### config.mk
export PLATFORM = sky130hd
export DESIGN_NAME = sevenseg_scan_mux_flat
export DESIGN_NICKNAME = d
export VERILOG_FILES = /design/src/rtl/sevenseg_scan_mux_if.sv /design/src/rtl/sevenseg_scan_mux.sv /design/src/flat_wrapper.sv
export SDC_FILE = /design/constraint.sdc
export NUM_CORES = 1
export LEC_CHECK = 0
export BUFFER_PORTS_ARGS = -buffer_cell sky130_fd_sc_hd__buf_2
export CAP_MARGIN = 40
export CORE_UTILIZATION = 54
export DETAILED_ROUTE_END_ITERATION = 16
export GPL_TIMING_DRIVEN = 1
export PLACE_DENSITY = 0.84
export SLEW_MARGIN = 25
export SYNTH_ARGS = -nofsm -noshare
export SYNTH_HDL_FRONTEND = slang
export SYNTH_SLANG_ARGS = --single-unit
### constraint.sdc
create_clock -name clk -period 7.3 [get_ports clk]
set_clock_uncertainty 0.15 [all_clocks]
set_input_delay 1.46 -clock clk [delete_from_list [all_inputs] [get_ports clk]]
set_output_delay 1.46 -clock clk [all_outputs]
set_load 0.01 [all_outputs]
### src/rtl/sevenseg_scan_mux_if.sv
// ---------------------------------------------------------------------------
// sevenseg_scan_mux_if
//
// Bundles the data-side inputs and the pin-side outputs of the multiplexed
// seven-segment driver so the driver and its source connect through a single
// port.
//
//   digits_in  [4*NUM_DIGITS] : BCD/hex digits; digit i at [4i+3:4i], digit 0 rightmost
//   dp_in      [NUM_DIGITS]   : decimal point per digit
//   load                      : one-cycle strobe that captures digits_in/dp_in
//   blank_lz                  : enables leading-zero blanking
//   brightness [BRIGHT_W]     : duty level (0 = 1/2^BRIGHT_W, all-ones = full)
//   sel        [NUM_DIGITS]   : one-hot digit drive, board polarity
//   seg        [7]            : {g,f,e,d,c,b,a}, board polarity
//   dp                        : decimal point, board polarity
//   digit_idx  [clog2(N)]     : slot currently being scanned
//   pending                   : a captured load is waiting for the frame boundary
//   frame_done                : high during the last cycle of each frame
//
// Modports: master = data source (drives the inputs),
//           slave  = the scan driver itself.
// ---------------------------------------------------------------------------
interface sevenseg_scan_mux_if #(
  parameter int NUM_DIGITS = 4,
  parameter int BRIGHT_W   = 4
);
  localparam int IDX_W = (NUM_DIGITS > 1) ? $clog2(NUM_DIGITS) : 1;

  logic [4*NUM_DIGITS-1:0] digits_in;
  logic [NUM_DIGITS-1:0]   dp_in;
  logic                    load;
  logic                    blank_lz;
  logic [BRIGHT_W-1:0]     brightness;
  logic [NUM_DIGITS-1:0]   sel;
  logic [6:0]              seg;
  logic                    dp;
  logic [IDX_W-1:0]        digit_idx;
  logic                    pending;
  logic                    frame_done;

  modport master (
    output digits_in, dp_in, load, blank_lz, brightness,
    input  sel, seg, dp, digit_idx, pending, frame_done
  );

  modport slave (
    input  digits_in, dp_in, load, blank_lz, brightness,
    output sel, seg, dp, digit_idx, pending, frame_done
  );
endinterface

### src/rtl/sevenseg_scan_mux.sv
// ---------------------------------------------------------------------------
// sevenseg_scan_mux
//
// Time-multiplexed N-digit seven-segment driver. Each digit owns a slot of
// PHASE_LEN * 2^BRIGHT_W cycles; a frame is NUM_DIGITS slots. Within a slot
// the digit is driven only during phases 0..brightness, which gives the PWM
// dimming. New digit data is captured into a shadow register on load and
// copied to the display register only at the frame wrap, so a frame never
// shows a mix of old and new data.
//
// Ports:
//   clk    : system clock
//   reset  : synchronous, active-low reset (dominant over all inputs)
//   bus    : sevenseg_scan_mux_if.slave
//            inputs  digits_in, dp_in, load, blank_lz, brightness
//            outputs sel, seg, dp (registered, 1-cycle latency),
//                    digit_idx, pending, frame_done
// ---------------------------------------------------------------------------
module sevenseg_scan_mux #(
  parameter int NUM_DIGITS     = 4,
  parameter int PHASE_LEN      = 2500,
  parameter int BRIGHT_W       = 4,
  parameter int SEL_ACTIVE_LOW = 0,
  parameter int SEG_ACTIVE_LOW = 1
) (
  input logic               clk,
  input logic               reset,
  sevenseg_scan_mux_if.slave bus
);

  localparam int IDX_W = (NUM_DIGITS > 1) ? $clog2(NUM_DIGITS) : 1;
  localparam int CNT_W = (PHASE_LEN > 1) ? $clog2(PHASE_LEN) : 1;
  localparam int DIG_W = 4 * NUM_DIGITS;

  localparam logic [CNT_W-1:0] CNT_LAST = CNT_W'(PHASE_LEN - 1);
  localparam logic [IDX_W-1:0] IDX_LAST = IDX_W'(NUM_DIGITS - 1);

  localparam logic [NUM_DIGITS-1:0] SEL_INV = {NUM_DIGITS{SEL_ACTIVE_LOW != 0}};
  localparam logic [6:0]            SEG_INV = {7{SEG_ACTIVE_LOW != 0}};
  localparam logic                  DP_INV  = (SEG_ACTIVE_LOW != 0);

  // Hex digit to active-high {g,f,e,d,c,b,a}.
  function automatic logic [6:0] hex_to_seg(input logic [3:0] v);
    logic [6:0] s;
    case (v)
      4'h0: s = 7'b0111111;
      4'h1: s = 7'b0000110;
      4'h2: s = 7'b1011011;
      4'h3: s = 7'b1001111;
      4'h4: s = 7'b1100110;
      4'h5: s = 7'b1101101;
      4'h6: s = 7'b1111101;
      4'h7: s = 7'b0000111;
      4'h8: s = 7'b1111111;
      4'h9: s = 7'b1101111;
      4'hA: s = 7'b1110111;
      4'hB: s = 7'b1111100;
      4'hC: s = 7'b0111001;
      4'hD: s = 7'b1011110;
      4'hE: s = 7'b1111001;
      default: s = 7'b1110001;
    endcase
    return s;
  endfunction

  // Board polarity is applied at the very last step so all internal logic
  // stays active-high.
  function automatic logic [NUM_DIGITS-1:0] sel_to_pins(input logic [NUM_DIGITS-1:0] s);
    return s ^ SEL_INV;
  endfunction

  function automatic logic [6:0] seg_to_pins(input logic [6:0] s);
    return s ^ SEG_INV;
  endfunction

  function automatic logic dp_to_pins(input logic d);
    return d ^ DP_INV;
  endfunction

  // ---- stage p0: scan counters ----
  logic [CNT_W-1:0]    phase_cnt_p0;
  logic [BRIGHT_W-1:0] phase_p0;
  logic [IDX_W-1:0]    digit_idx_p0;
  logic                cnt_last;
  logic                phase_last;
  logic                frame_wrap;

  assign cnt_last   = (phase_cnt_p0 == CNT_LAST);
  assign phase_last = cnt_last && (phase_p0 == '1);
  assign frame_wrap = phase_last && (digit_idx_p0 == IDX_LAST);

  always_ff @(posedge clk) begin
    if (!reset) begin
      phase_cnt_p0 <= '0;
      phase_p0     <= '0;
      digit_idx_p0 <= '0;
    end else begin
      phase_cnt_p0 <= cnt_last ? '0 : phase_cnt_p0 + 1'b1;
      // phase is a full-width power-of-two counter, so it wraps by itself
      if (cnt_last) begin
        phase_p0 <= phase_p0 + 1'b1;
      end
      if (phase_last) begin
        digit_idx_p0 <= (digit_idx_p0 == IDX_LAST) ? '0 : digit_idx_p0 + 1'b1;
      end
    end
  end

  // ---- shadow (pending) and display registers ----
  logic [DIG_W-1:0]      pend_dig;
  logic [NUM_DIGITS-1:0] pend_dp;
  logic                  pending_q;
  logic [DIG_W-1:0]      disp_dig;
  logic [NUM_DIGITS-1:0] disp_dp;

  always_ff @(posedge clk) begin
    if (!reset) begin
      pend_dig  <= '0;
      pend_dp   <= '0;
      pending_q <= 1'b0;
      disp_dig  <= '0;
      disp_dp   <= '0;
    end else if (frame_wrap) begin
      // A load coinciding with the wrap bypasses the shadow register and
      // is shown in the frame that starts at this edge.
      if (bus.load) begin
        disp_dig <= bus.digits_in;
        disp_dp  <= bus.dp_in;
      end else if (pending_q) begin
        disp_dig <= pend_dig;
        disp_dp  <= pend_dp;
      end
      pending_q <= 1'b0;
    end else if (bus.load) begin
      pend_dig  <= bus.digits_in;
      pend_dp   <= bus.dp_in;
      pending_q <= 1'b1;
    end
  end

  // Select the digit for the current slot and decide whether it is a
  // leading zero. lz_run stays high while every digit from the top down to
  // the one being examined is zero.
  logic [3:0] cur_nib;
  logic       cur_dp;
  logic       cur_blank;
  logic       lz_run;

  always_comb begin
    cur_nib   = '0;
    cur_dp    = 1'b0;
    cur_blank = 1'b0;
    lz_run    = bus.blank_lz;
    for (int i = NUM_DIGITS - 1; i >= 0; i--) begin
      lz_run = lz_run && (disp_dig[4*i +: 4] == 4'h0);
      if (digit_idx_p0 == IDX_W'(i)) begin
        cur_nib   = disp_dig[4*i +: 4];
        cur_dp    = disp_dp[i];
        cur_blank = (i != 0) && lz_run;
      end
    end
  end

  logic                  drive_on;
  logic [NUM_DIGITS-1:0] sel_next;
  logic [6:0]            seg_next;
  logic                  dp_next;

  // brightness is used live; phase 0 is always lit, so even level 0 shows.
  assign drive_on = (phase_p0 <= bus.brightness);

  always_comb begin
    sel_next = '0;
    seg_next = '0;
    dp_next  = 1'b0;
    if (drive_on) begin
      sel_next = NUM_DIGITS'(1) << digit_idx_p0;
      seg_next = cur_blank ? 7'b0000000 : hex_to_seg(cur_nib);
      dp_next  = cur_dp;
    end
  end

  // ---- stage p1: registered pin drive ----
  logic [NUM_DIGITS-1:0] sel_p1;
  logic [6:0]            seg_p1;
  logic                  dp_p1;

  always_ff @(posedge clk) begin
    if (!reset) begin
      sel_p1 <= sel_to_pins('0);
      seg_p1 <= seg_to_pins('0);
      dp_p1  <= dp_to_pins(1'b0);
    end else begin
      sel_p1 <= sel_to_pins(sel_next);
      seg_p1 <= seg_to_pins(seg_next);
      dp_p1  <= dp_to_pins(dp_next);
    end
  end

  assign bus.sel        = sel_p1;
  assign bus.seg        = seg_p1;
  assign bus.dp         = dp_p1;
  assign bus.digit_idx  = digit_idx_p0;
  assign bus.pending    = pending_q;
  assign bus.frame_done = frame_wrap;

endmodule

### src/flat_wrapper.sv
// flat-port wrapper written by rule: the top's interface ports become plain ports
module sevenseg_scan_mux_flat 
#(
  parameter int NUM_DIGITS     = 4,
  parameter int PHASE_LEN      = 2500,
  parameter int BRIGHT_W       = 4,
  parameter int SEL_ACTIVE_LOW = 0,
  parameter int SEG_ACTIVE_LOW = 1
)
  (clk, reset, bus_digits_in, bus_dp_in, bus_load, bus_blank_lz, bus_brightness, bus_sel, bus_seg, bus_dp, bus_digit_idx, bus_pending, bus_frame_done);
  sevenseg_scan_mux_if #(.NUM_DIGITS(NUM_DIGITS), .BRIGHT_W(BRIGHT_W)) bus_i ();
  input logic clk;
  input logic reset;
  input wire logic [$bits(bus_i.digits_in)-1:0] bus_digits_in;
  input wire logic [$bits(bus_i.dp_in)-1:0] bus_dp_in;
  input wire logic [$bits(bus_i.load)-1:0] bus_load;
  input wire logic [$bits(bus_i.blank_lz)-1:0] bus_blank_lz;
  input wire logic [$bits(bus_i.brightness)-1:0] bus_brightness;
  output wire logic [$bits(bus_i.sel)-1:0] bus_sel;
  output wire logic [$bits(bus_i.seg)-1:0] bus_seg;
  output wire logic [$bits(bus_i.dp)-1:0] bus_dp;
  output wire logic [$bits(bus_i.digit_idx)-1:0] bus_digit_idx;
  output wire logic [$bits(bus_i.pending)-1:0] bus_pending;
  output wire logic [$bits(bus_i.frame_done)-1:0] bus_frame_done;
  assign bus_i.digits_in = bus_digits_in;
  assign bus_i.dp_in = bus_dp_in;
  assign bus_i.load = bus_load;
  assign bus_i.blank_lz = bus_blank_lz;
  assign bus_i.brightness = bus_brightness;
  assign bus_sel = bus_i.sel;
  assign bus_seg = bus_i.seg;
  assign bus_dp = bus_i.dp;
  assign bus_digit_idx = bus_i.digit_idx;
  assign bus_pending = bus_i.pending;
  assign bus_frame_done = bus_i.frame_done;
  sevenseg_scan_mux #(.NUM_DIGITS(NUM_DIGITS), .PHASE_LEN(PHASE_LEN), .BRIGHT_W(BRIGHT_W), .SEL_ACTIVE_LOW(SEL_ACTIVE_LOW), .SEG_ACTIVE_LOW(SEG_ACTIVE_LOW)) u_core (.clk(clk), .reset(reset), .bus(bus_i));
endmodule
# == Word level (Yosys, flattened, before mapping) ==
# Memories as Yosys holds them, arrays and structs flattened.
# Cells that the tools add are included.
# Widths: inputs -> output; s select.
# totals
mem_count,1
wordCells,61
romBits,112
in_bits,28
output_inout_bits,16
regBits,71
# op_classes
reduce_logical,15
order_cmp,1
n_eq_ne,5
add_sub_neg,3
n_mux,20
bitwise,4
n_shift,1
# mem_list
name,depth,width,rd,rd_clocked_by_memory_dff,wr,line_no,rtl
(name not given),16,7,1,0,0,sevenseg_scan_mux.sv:45,case (v)
# ops
operator,n
$mux 16,2
$mux 4,6
$mux 7,2
$add 12x1->12 const B,1
$eq 12x12->1 const B,1
$logic_not 4->1,3
$mux 1,9
$not 7->7,1
$reduce_and 2->1,3
$logic_and 1x1->1,5
$add 4x1->4 const B,1
$eq 2x2->1 const B,2
$eq 4x4->1 const B,1
$le 4x4->1,1
$reduce_or 2->1,2
$shl 1x2->4 const A,1
$not 1->1,3
$add 2x1->2 const B,1
$eq 2x1->1 const B,1
$logic_not 2->1,1
$mux 2,1
$reduce_bool 2->1,1

# == Depth between registers and ports, before layout ==
# depth
depth_word,9
mapped_depth,11
depth_no_buf,9

# == Least setup slack after synthesis ==
# OpenSTA, ideal clock, no wires.
# synth_timing
path_type,input to register
from,input port bus_brightness[1]
to,"register u_core.seg_p1[1], in the netlist u_core.bus.seg[1]"
arrival_ps,2769
setup_slack_ps,4224
setup_time_ps,157
cell_stages,7
required_ps,6993
path_cell_list,inv_1 ha_1 nor2b_1 o21bai_1 o2bb2ai_1 nor3b_1 o221ai_1
# synth_via
elab_chain_cells,3
# synth_lines
item,line_no,rtl
start: declaration,flat_wrapper.sv:18,input wire logic [$bits(bus_i.brightness)-1:0] bus_brightness;
$le 4x4->1,sevenseg_scan_mux.sv:170,assign drive_on = (phase_p0 <= bus.brightness);
$mux 7,sevenseg_scan_mux.sv:176,if (drive_on) begin
$not 7->7 (no source line),n/a,
end signal: assignment,sevenseg_scan_mux.sv:191,seg_p1 <= seg_to_pins('0);
end signal: assignment,sevenseg_scan_mux.sv:195,seg_p1 <= seg_to_pins(seg_next);
end: declaration,sevenseg_scan_mux.sv:185,logic [6:0] seg_p1;
# Every way passes these cells.
# A chain may end at the register's enable or synchronous reset.

# == Final worst setup path ==
# layout_timing
from,register u_core.phase_cnt_p0[0]
to,output port bus_frame_done
# layout_via
elab_chain_cells,3
# layout_lines
item,line_no,rtl
start: declaration,sevenseg_scan_mux.sv:81,logic [CNT_W-1:0] phase_cnt_p0;
start signal: assignment,sevenseg_scan_mux.sv:98,phase_cnt_p0 <= cnt_last ? '0 : phase_cnt_p0 + 1'b1;
$eq 12x12->1,sevenseg_scan_mux.sv:88,assign cnt_last = (phase_cnt_p0 == CNT_LAST);
$logic_and 1x1->1,sevenseg_scan_mux.sv:89,assign phase_last = cnt_last && (phase_p0 == '1);
$logic_and 1x1->1,sevenseg_scan_mux.sv:90,assign frame_wrap = phase_last && (digit_idx_p0 == IDX_LAST);
end: declaration,flat_wrapper.sv:24,output wire logic [$bits(bus_i.frame_done)-1:0] bus_frame_done;
# Every way passes these cells.

==> results.json <==
{
  "io_pins": 44,
  "drtAntennaViolNets": 0,
  "tightest_slew_ns": 0.979,
  "fin_crit_ns": 3.53,
  "leakage_uw": 0.00160,
  "port_buffers": 43,
  "synth.largest_area_cell": "dfxtp_1",
  "p_switching_uw": 179,
  "cts_buffer_depth": 2,
  "cts.sinks": 71,
  "worstPathMaxFanout": 6,
  "cts_setup_buffers": 0,
  "overflow": 0,
  "status": "complete, no violations",
  "die-area_um2": 6490,
  "grt_pass1_wl_mm": 10.4,
  "wl_met1_mm": 2.79,
  "synth_area_leaders": "dfxtp_1, mux2i_1, nor2_1",
  "clock_latency_ns": 0.35,
  "netSwitchingFraction": 0.236,
  "path_class": "reg2out",
  "drive_gt1_frac": 0.183,
  "yosysMostFrequentCell": "dfxtp_1",
  "grt_max_degree": 49,
  "utilization": 0.635,
  "cts_root_buf": "clkbuf_8",
  "ctsResizeCount": 0,
  "htreeDepth": 3,
  "die_y_um": 80.6,
  "path_buf_inv": 1,
  "power_frac_comb": 0.067,
  "rsz0062_at_grt": "no",
  "hold_viol": 0,
  "synth.yosys.seq_area_share": 0.426,
  "cts_tree": "yes",
  "synthFlopType": "dfxtp_1",
  "holdBufCountCts": 0,
  "cts_buffers": 9,
  "antenna_found_initial": 0,
  "vias_per_cell": 5.52,
  "top_layer": "met4",
  "netlist_area_um2": 3330,
  "first_pass_iters": 4,
  "p_per_area_nw_per_um2": 201,
  "start_kind": "register",
  "critPathRequiredTime_ns": 5.69,
  "irDropWorstVdd_mv": 0.163,
  "cp_top_family": "simple AND/OR/NAND/NOR gates",
  "place.gp.congestion": 0.731,
  "first_global_vias": 2386,
  "syn_area_per_cell_um2": 9.47,
  "clkPwrFrac": 0.400,
  "synthArstFlopShare": 0,
  "synthesis.nets": 393,
  "synthToLayoutAreaGrowth_pct": 12.8,
  "max_stage_delay_ns": 0.37,
  "clk_pin_slew_ns": 0.07,
  "synthTopCellsByCount": "dfxtp_1, nor2_1, mux2i_1, a211oi_1, nand2_1",
  "drv_cap": 0,
  "startpoint": "u_core.phase_cnt_p0[0]",
  "diodes": 0,
  "dp_slack_ns": 3.76,
  "r2r_start": "u_core.bus.digit_idx[1]",
  "met2WireLength_mm": 3.07,
  "wl_met3_um": 215,
  "num_vias": 2583,
  "crit_chain": "ha_1, nor4b_2, nand3_1, nor2_1, buf_2",
  "die_w_um": 80.6,
  "fin_cells": 468,
  "fin_ws_ns": 3.77,
  "ys_ff_latch": 71,
  "power.internal_uw": 578,
  "yosys.area.top_type_share": 0.426,
  "core-area_um2": 5920,
  "slew_headroom": 0.348,
  "fmax_mhz": 283,
  "ys_types": 47,
  "finalSetupViolations": 0,
  "drt_wl_total_mm": 6.24,
  "dpl.cell_count": 452,
  "synth_edf_count": 0,
  "start_util": 0.563,
  "drc": 0,
  "crit_path_top_delay_cell": "dfxtp_1",
  "seq_power_share": 0.533,
  "min_from": "u_core.phase_cnt_p0[0]",
  "hp-class": "reg2reg",
  "synthCells": 352,
  "nets": 429,
  "multiInputGateArea_um2": 1760,
  "regArea_um2": 1420,
  "hpwl_mm": 4.53,
  "grt_use_total": 0.211,
  "worstPathArrival_ns": 1.92,
  "fin_tns_setup_ns": 0,
  "yosysWarningCount": 0,
  "wl_per_cell_um": 13.3,
  "final.fill_count": 517,
  "row_count": 28,
  "fin_crit_sh": 0.484,
  "slew_viol_final": 0,
  "cp-end-kind": "output pin",
  "drt-initial-drc-count": 86
}
## worst register-to-register path, cell delays in order, from the launching register on
cell and delay [ns]:
dfxtp_1 0.46, inv_1 0.14, ha_1 0.35, nand4bb_1 0.28, a32oi_1 0.82, nor2_1 0.13
a221o_1 0.33, a211o_1 0.31
## logic make-up after synthesis
group / count (synthesis) / synth area share
muxes: 44 / 0.132
DFF: 71 / 0.426
buffers and inverters: 33 / 0.0473
AOI/OAI and AO/OA: 51 / 0.119
adders and majority gates: 13 / 0.0488
and+or+nand+nor: 127 / 0.193
xor gates and xnor gates: 13 / 0.0342
## power groups by stage
stage	Clock, µW	Combinational (µW)	Sequential (µW)
2_1_floorplan	0	32.7	413
3_3_place_gp	0	49.6	412
3_5_place_dp	0	51.3	412
4_1_cts	309	51.6	403
5_1_grt	326	57.4	404
6_report	303	50.7	403
## registers in the layout (all words and copies together), names as in the netlist
| register | flops |
|---|---|
| u_core.pend_dp | 4 |
| u_core.disp_dig | 16 |
| u_core.disp_dp | 4 |
| u_core.bus.digit_idx | 2 |
| u_core.bus.dp | 1 |
| u_core.phase_cnt_p0 | 12 |
| u_core.pend_dig | 16 |
| u_core.bus.sel | 4 |
| u_core.bus.seg | 7 |
| u_core.phase_p0 | 4 |
| u_core.bus.pending | 1 |
## final cells by class
type                       count  share of cell area
multi-input combinational    248               0.469
sequential                    71               0.378
timing repair buffer          46              0.0652
clock buffer                  10              0.0339
tap                           75              0.0250
clock inverter                 6              0.0163
inverter                      12              0.0126
## worst paths after layout
path | end | slack [ns] | depth (start not counted)
worst max-delay path | bus_frame_done | 3.77 | 5
worst min-delay path | u_core.phase_cnt_p0[0] | 0.33 | 1
worst max register to register | u_core.bus.seg[3] | 4.24 | 7
worst min register to register | u_core.phase_cnt_p0[0] | 0.33 | 1
## layer usage
layer / vias up / GRT usage
li1: 1314 / -
met2: 44 / 0.359
met3: 16 / 0.0523
met1: 1209 / 0.242
met4: 0 / 0.114
met5: - / 0
## cells in the final DEF (no fill, tap or decap), types with 7 or more instances in the layout
master / instances
a21oi_1: 10
xnor2_1: 7
and3_1: 8
clkbuf_8: 9
dfxtp_1: 71
nand2_1: 19
nor2_1: 63
ha_1: 13
a211oi_1: 22
inv_1: 11
buf_2: 43
mux2i_1: 44
## metrics by stage
step	cell area (µm²)	power (µW)	hold slack, ns
floorplan	3330	445	0.276
global placement	3560	461	0.293
detailed placement	3570	464	0.298
CTS	3760	764	0.335
global route	3760	788	0.362
finish	3760	757	0.332
Power figures use the tool's default switching activity.
